### config.mk
export PLATFORM = sky130hd
export DESIGN_NAME = div_unit
export DESIGN_NICKNAME = d
export VERILOG_FILES = /design/src/rtl/div_unit.sv
export SDC_FILE = /design/constraint.sdc
export NUM_CORES = 1
export LEC_CHECK = 0
export BUFFER_PORTS_ARGS = -buffer_cell sky130_fd_sc_hd__clkbuf_2
export CORE_ASPECT_RATIO = 0.7
export CORE_MARGIN = 2
export CORE_UTILIZATION = 54
export CTS_CLUSTER_SIZE = 28
export DETAILED_ROUTE_END_ITERATION = 16
export GPL_TIMING_DRIVEN = 0
export PLACE_DENSITY = 0.74
export SYNTH_ARGS = -nofsm -noshare
export SYNTH_HDL_FRONTEND = slang
export SYNTH_SLANG_ARGS = --single-unit
### constraint.sdc
create_clock -name clk -period 8.4 [get_ports clk]
set_clock_uncertainty 0.05 [all_clocks]
set_input_delay 1.68 -clock clk [delete_from_list [all_inputs] [get_ports clk]]
set_output_delay 1.68 -clock clk [all_outputs]
set_load 0.02 [all_outputs]
### src/rtl/div_unit.sv
// Iterative radix-2 restoring divider for RV32M DIV/DIVU/REM/REMU: 32 RUN cycles then a one-cycle valid pulse.
// Divide-by-zero and signed overflow resolve in one cycle; busy stalls issue, start is ignored outside IDLE.
module div_unit #(
    parameter int XLEN  = 32,
    parameter int CNT_W = 5
) (
    input  logic            clk,
    input  logic            rst,
    input  logic            start,
    input  logic [1:0]      op,
    input  logic [XLEN-1:0] rs1,
    input  logic [XLEN-1:0] rs2,
    input  logic [4:0]      rd_in,
    input  logic            flush,
    output logic            busy,
    output logic            valid,
    output logic [XLEN-1:0] result,
    output logic [4:0]      rd_out
);

    typedef enum logic [1:0] {IDLE, RUN, DONE} state_t;

    localparam logic [XLEN-1:0] MIN_NEG = {1'b1, {(XLEN-1){1'b0}}};

    state_t           state_q, state_d;
    logic [CNT_W-1:0] cnt_q, cnt_d;
    logic [XLEN-1:0]  dq_q, dq_d;
    logic [XLEN-1:0]  dvs_q, dvs_d;
    logic [XLEN-1:0]  rem_q, rem_d;
    logic [XLEN-1:0]  result_q, result_d;
    logic [4:0]       rd_q, rd_d;
    logic [4:0]       rd_out_q, rd_out_d;
    logic             sel_rem_q, sel_rem_d;
    logic             q_neg_q, q_neg_d;
    logic             r_neg_q, r_neg_d;
    logic             busy_q, busy_d;
    logic             valid_q, valid_d;

    logic             is_signed;
    logic             is_ovf;
    logic [XLEN-1:0]  mag1, mag2;
    logic [XLEN:0]    rem_shift, trial;
    logic [XLEN-1:0]  r_next, dq_next;
    logic [XLEN-1:0]  q_fin, r_fin;

    // dq_q holds the dividend shifting out of the top while quotient bits shift in at the bottom
    always_comb begin
        is_signed = !op[0];
        is_ovf    = is_signed && (rs1 == MIN_NEG) && (rs2 == '1);
        mag1      = (is_signed && rs1[XLEN-1]) ? -rs1 : rs1;
        mag2      = (is_signed && rs2[XLEN-1]) ? -rs2 : rs2;

        rem_shift = {rem_q, dq_q[XLEN-1]};
        trial     = rem_shift - {1'b0, dvs_q};
        if (!trial[XLEN]) begin
            r_next  = trial[XLEN-1:0];
            dq_next = {dq_q[XLEN-2:0], 1'b1};
        end else begin
            r_next  = rem_shift[XLEN-1:0];
            dq_next = {dq_q[XLEN-2:0], 1'b0};
        end
        q_fin = q_neg_q ? -dq_next : dq_next;
        r_fin = r_neg_q ? -r_next  : r_next;
    end

    always_comb begin
        state_d   = state_q;
        cnt_d     = cnt_q;
        dq_d      = dq_q;
        dvs_d     = dvs_q;
        rem_d     = rem_q;
        result_d  = result_q;
        rd_d      = rd_q;
        rd_out_d  = rd_out_q;
        sel_rem_d = sel_rem_q;
        q_neg_d   = q_neg_q;
        r_neg_d   = r_neg_q;
        busy_d    = busy_q;
        valid_d   = 1'b0;

        case (state_q)
            IDLE: begin
                if (start && !flush) begin
                    rd_d      = rd_in;
                    sel_rem_d = op[1];
                    if (rs2 == '0) begin
                        state_d  = DONE;
                        valid_d  = 1'b1;
                        result_d = op[1] ? rs1 : '1;
                        rd_out_d = rd_in;
                    end else if (is_ovf) begin
                        state_d  = DONE;
                        valid_d  = 1'b1;
                        result_d = op[1] ? '0 : MIN_NEG;
                        rd_out_d = rd_in;
                    end else begin
                        state_d = RUN;
                        busy_d  = 1'b1;
                        cnt_d   = '0;
                        dq_d    = mag1;
                        dvs_d   = mag2;
                        rem_d   = '0;
                        q_neg_d = is_signed && (rs1[XLEN-1] ^ rs2[XLEN-1]);
                        r_neg_d = is_signed && rs1[XLEN-1];
                    end
                end
            end
            RUN: begin
                if (flush) begin
                    state_d = IDLE;
                    busy_d  = 1'b0;
                end else begin
                    dq_d  = dq_next;
                    rem_d = r_next;
                    cnt_d = cnt_q + CNT_W'(1);
                    if (cnt_q == {CNT_W{1'b1}}) begin
                        state_d  = DONE;
                        busy_d   = 1'b0;
                        valid_d  = 1'b1;
                        result_d = sel_rem_q ? r_fin : q_fin;
                        rd_out_d = rd_q;
                    end
                end
            end
            DONE: begin
                state_d = IDLE;
            end
            default: begin
                state_d = IDLE;
                busy_d  = 1'b0;
            end
        endcase
    end

    always_ff @(posedge clk) begin
        if (rst) begin
            state_q   <= IDLE;
            cnt_q     <= '0;
            dq_q      <= '0;
            dvs_q     <= '0;
            rem_q     <= '0;
            result_q  <= '0;
            rd_q      <= '0;
            rd_out_q  <= '0;
            sel_rem_q <= 1'b0;
            q_neg_q   <= 1'b0;
            r_neg_q   <= 1'b0;
            busy_q    <= 1'b0;
            valid_q   <= 1'b0;
        end else begin
            state_q   <= state_d;
            cnt_q     <= cnt_d;
            dq_q      <= dq_d;
            dvs_q     <= dvs_d;
            rem_q     <= rem_d;
            result_q  <= result_d;
            rd_q      <= rd_d;
            rd_out_q  <= rd_out_d;
            sel_rem_q <= sel_rem_d;
            q_neg_q   <= q_neg_d;
            r_neg_q   <= r_neg_d;
            busy_q    <= busy_d;
            valid_q   <= valid_d;
        end
    end

    assign busy   = busy_q;
    assign valid  = valid_q;
    assign result = result_q;
    assign rd_out = rd_out_q;

endmodule

==> metrics.csv <==
stage,metric,value,unit
sta,fin_tns_setup,0,ps
route,drt_iter0_drc,2047,
sta,rsz0062_at_grt,no,
sta,finalSetupViolCount,0,
setup_path,worstPathRequired,8680,ps
route,via_per_inst,6.613,
route,drt_first_pass_iters,6,
clock_network,clockBufferDepth,2,
clock_network,cts_tree,done,
power_and_ir_drop,cellLeakagePower,5.067,nW
status,status,completed,
yosys,synthTopCellsByArea,"dfxtp_1 25%, nor2_1 7.8%, a21oi_1 4.9%",
yosys,syn_avg_cell_area,7.319,um2
sta,final.period_utilization,69.78,%
floorplanning,initial_core_util,55.16,%
setup_path,crit_type,register to register,
grt,grtUsageMet3,13.33,%
yosys,ys.flop_type,dfxtp_1,
route,ant_nets,0,
grt,grt_pass1_vias,12104,
floorplanning,dieHeight,128.7,um
yosys,synth_nets,1753,
floorplanning,core,21730,um2
sta,hold_viol_final,0,
setup_path,cp.arrival,6140,ps
yosys,synth_cell_types,97,
setup_path,critPathLaunchType,register,
clock_network,clock_latency,440,ps
grt,track_usage,40.55,%
layout,layout-drive-gt1-share,11.95,%
layout,fill_cells,2056,
yosys,netlist.top_cell.by_area,dfxtp_1,
clock_network,post_cts_resized,0,
clock_network,hold_buffers,0,
route,wl_per_cell,23.30,um
route,num_vias,13655,
floorplanning,row_count,45,
clock_network,cts_root_buffer,clkbuf_16,
setup_path,endpoint_kind,register,
yosys,yosys.area_share.xor_xnor,9.206,%
worst_hold_path,holdPathStages,2,
yosys,seq_area_frac_synth,25.05,%
yosys,synth.top_cell.area_share,25.05,%
worst_hold_path,hold_class,register to register,
setup_path,cp_max_fo,10,
layout,final_nets,1885,
sta,whs,408.1,ps
sta,max-slew-margin-rel,27.51,%
clock_network,cts_buffers,17,
yosys,synth_compound_area_share,29.82,%
clock_network,clkSinkCount,150,
yosys,yosys.area_share.simple,23.11,%
setup_path,reg2reg_depth,20,
yosys,synth_top_family_by_area,compound AO/OA/AOI/OAI gates,
grt,grt_pass1_wl,71940,um
layout,diodes,0,
grt,globalRouteOverflowTotal,0,
grt,top_usage_layer,met1,
grt,grtUsageMet2,54.65,%
yosys,synth_area,11990,um2
power_and_ir_drop,irDropWorstVdd,0.1511,mV
yosys,async_flop_share,0,%
floorplanning,die_x,182.1,um
clock_network,path_clk_slew,70,ps
floorplanning,ios,114,
grt,grt_start_max_net_pins,17,
placed_design,place_congestion,1.045,
yosys,postSynthCellCount,1638,
layout,area.growth.synth_to_final,12.60,%
power_and_ir_drop,power.density,150.7,nW/um2
yosys,ys_warn_count,0,
flow_run,drv_cap,0,
sta,fmaxAchievable,0.1706,GHz
yosys,yosys-mux-area-fraction,2.933,%
grt,antenna_found_initial,0,
yosys,synth_edf_count,0,
route,drc,0,
placed_design,portBuffers,112,
grt,global_route.usage.met1,60.57,%
placed_design,place_hpwl,38300,um
clock_network,post_cts_buffers,0,
sta,maxSlewViolCount,0,
route,drt-total-wl,48110,um
floorplanning,dieArea,23430,um2
yosys,synthAdderAreaFrac,4.238,%
yosys,ys_seq_elements,150,
clock_network,htree_levels,4,
sta,worst_pin_slew,1074,ps
sta,finalCriticalPeriod,5862,ps
-- worst max-delay path, stage by stage (launching register included) --
cell and delay, ps:
dfxtp_1 480, ha_1 280, buf_2 180, nand2_1 190
o21ai_2 110, a221o_1 410, a21o_4 240, a311oi_4 700
nor2_8 110, inv_2 120, buf_6 160, buf_2 300
ha_1 410, nand3_1 250, or2_1 400, o41ai_2 260
xor2_1 430, o221ai_1 200, a41oi_1 190, and3_1 190
o21ai_1 70
-- stage by stage --
| stage | instance area (um2) | total power [mW] | setup WS [ps] | std cells | utilization, % |
|---|---|---|---|---|---|
| finish | 13500 | 2.034 | 2539 | 2065 | 62.11 |
| global route | 13500 | 2.097 | 2412 | 2065 | 62.11 |
| CTS | 13500 | 2.009 | 2817 | 2065 | 62.11 |
| detailed placement | 12910 | 1.250 | 2429 | 2033 | 59.42 |
| global placement | 12900 | 1.243 | 2407 | 2032 | 59.36 |
| floorplan | 11990 | 1.085 | 3883 | 1638 | - |
-- metal layers --
metal	routed length (um)	part of all wire, %
met3	7244	15
met5	72	0.15
met2	18170	38
met4	1005	2.1
met1	21620	45
-- area by class of cell --
cell class              instances  area, um2  area share (%)
well taps                     282      352.8           2.614
clock inverters                14      143.9           1.066
repair buffers                113      568.0           4.208
plain buffers                 106      447.9           3.319
inverters                      61      229.0           1.696
flip-flops and latches        150       3003           22.25
clock buffers                  18      439.2           3.254
multi-input cells            1321       8314           61.60
-- cells by family after synthesis --
kind of cell	Yosys count
adders and majority gates	40
AOI/OAI and AO/OA	525
DFF	150
buffers and inverters	167
xor gates and xnor gates	126
and+or+nand+nor	598
muxes	32
-- sequential cells by signal (all words and copies together), names as in the netlist --
| signal | cells |
|---|---|
| q_neg_q | 1 |
| dvs_q | 32 |
| sel_rem_q | 1 |
| rem_q | 32 |
| rd_out | 5 |
| dq_q | 32 |
| cnt_q | 5 |
| r_neg_q | 1 |
| rd_q | 5 |
| state_q | 2 |
| valid | 1 |
| result | 32 |
| busy | 1 |
-- synthesized netlist by cell type, types with 15 or more instances --
| master | count |
|---|---|
| nand3_1 | 24 |
| nand4_1 | 22 |
| buf_2 | 16 |
| clkbuf_1 | 76 |
| a31oi_1 | 42 |
| a211oi_1 | 53 |
| ha_1 | 39 |
| nand2_1 | 142 |
| inv_1 | 59 |
| a221oi_1 | 17 |
| o21ai_0 | 96 |
| mux2i_1 | 23 |
| nor3_1 | 43 |
| o211ai_1 | 25 |
| dfxtp_1 | 150 |
| xnor2_1 | 62 |
| xor2_1 | 64 |
| nand2b_1 | 25 |
| a21oi_1 | 117 |
| nor2_1 | 250 |
| o21a_1 | 15 |
-- report_power, final --
group	switching (mW)	internal [mW]
sequential	0.0201	0.734
clock	0.349	0.424
combinational	0.342	0.164
total	0.711	1.32
-- path summary, 6_finish.rpt --
check                                from    endpoint  slack (ps)
worst max-delay path            rem_q[10]  result[28]        2540
worst min-delay path              rd_q[4]     rd_q[4]         410
worst max register to register  rem_q[10]  result[28]        2540
worst min register to register    rd_q[4]     rd_q[4]         410
-- placed cells by master (no fill, tap or decap), drive strengths merged, types with 6 or more instances in the layout --
cell / instances
or2: 8
clkbuf: 206
mux2: 6
or4: 10
nand2b: 25
ha: 39
a31oi: 43
dfxtp: 150
o41ai: 13
a21o: 13
a311oi: 12
mux2i: 26
nand4: 22
o21ai: 110
and2: 11
o31ai: 17
and3: 13
nor4: 15
o211ai: 27
buf: 31
a211oi: 53
o21bai: 9
a221oi: 17
a22oi: 14
o22ai: 9
nor2: 252
nor3: 44
or3: 12
o21a: 15
nand2: 142
xnor2: 62
nand3: 24
inv: 66
a21oi: 121
nand3b: 6
xor2: 64
(Power assumes the default switching activity.)
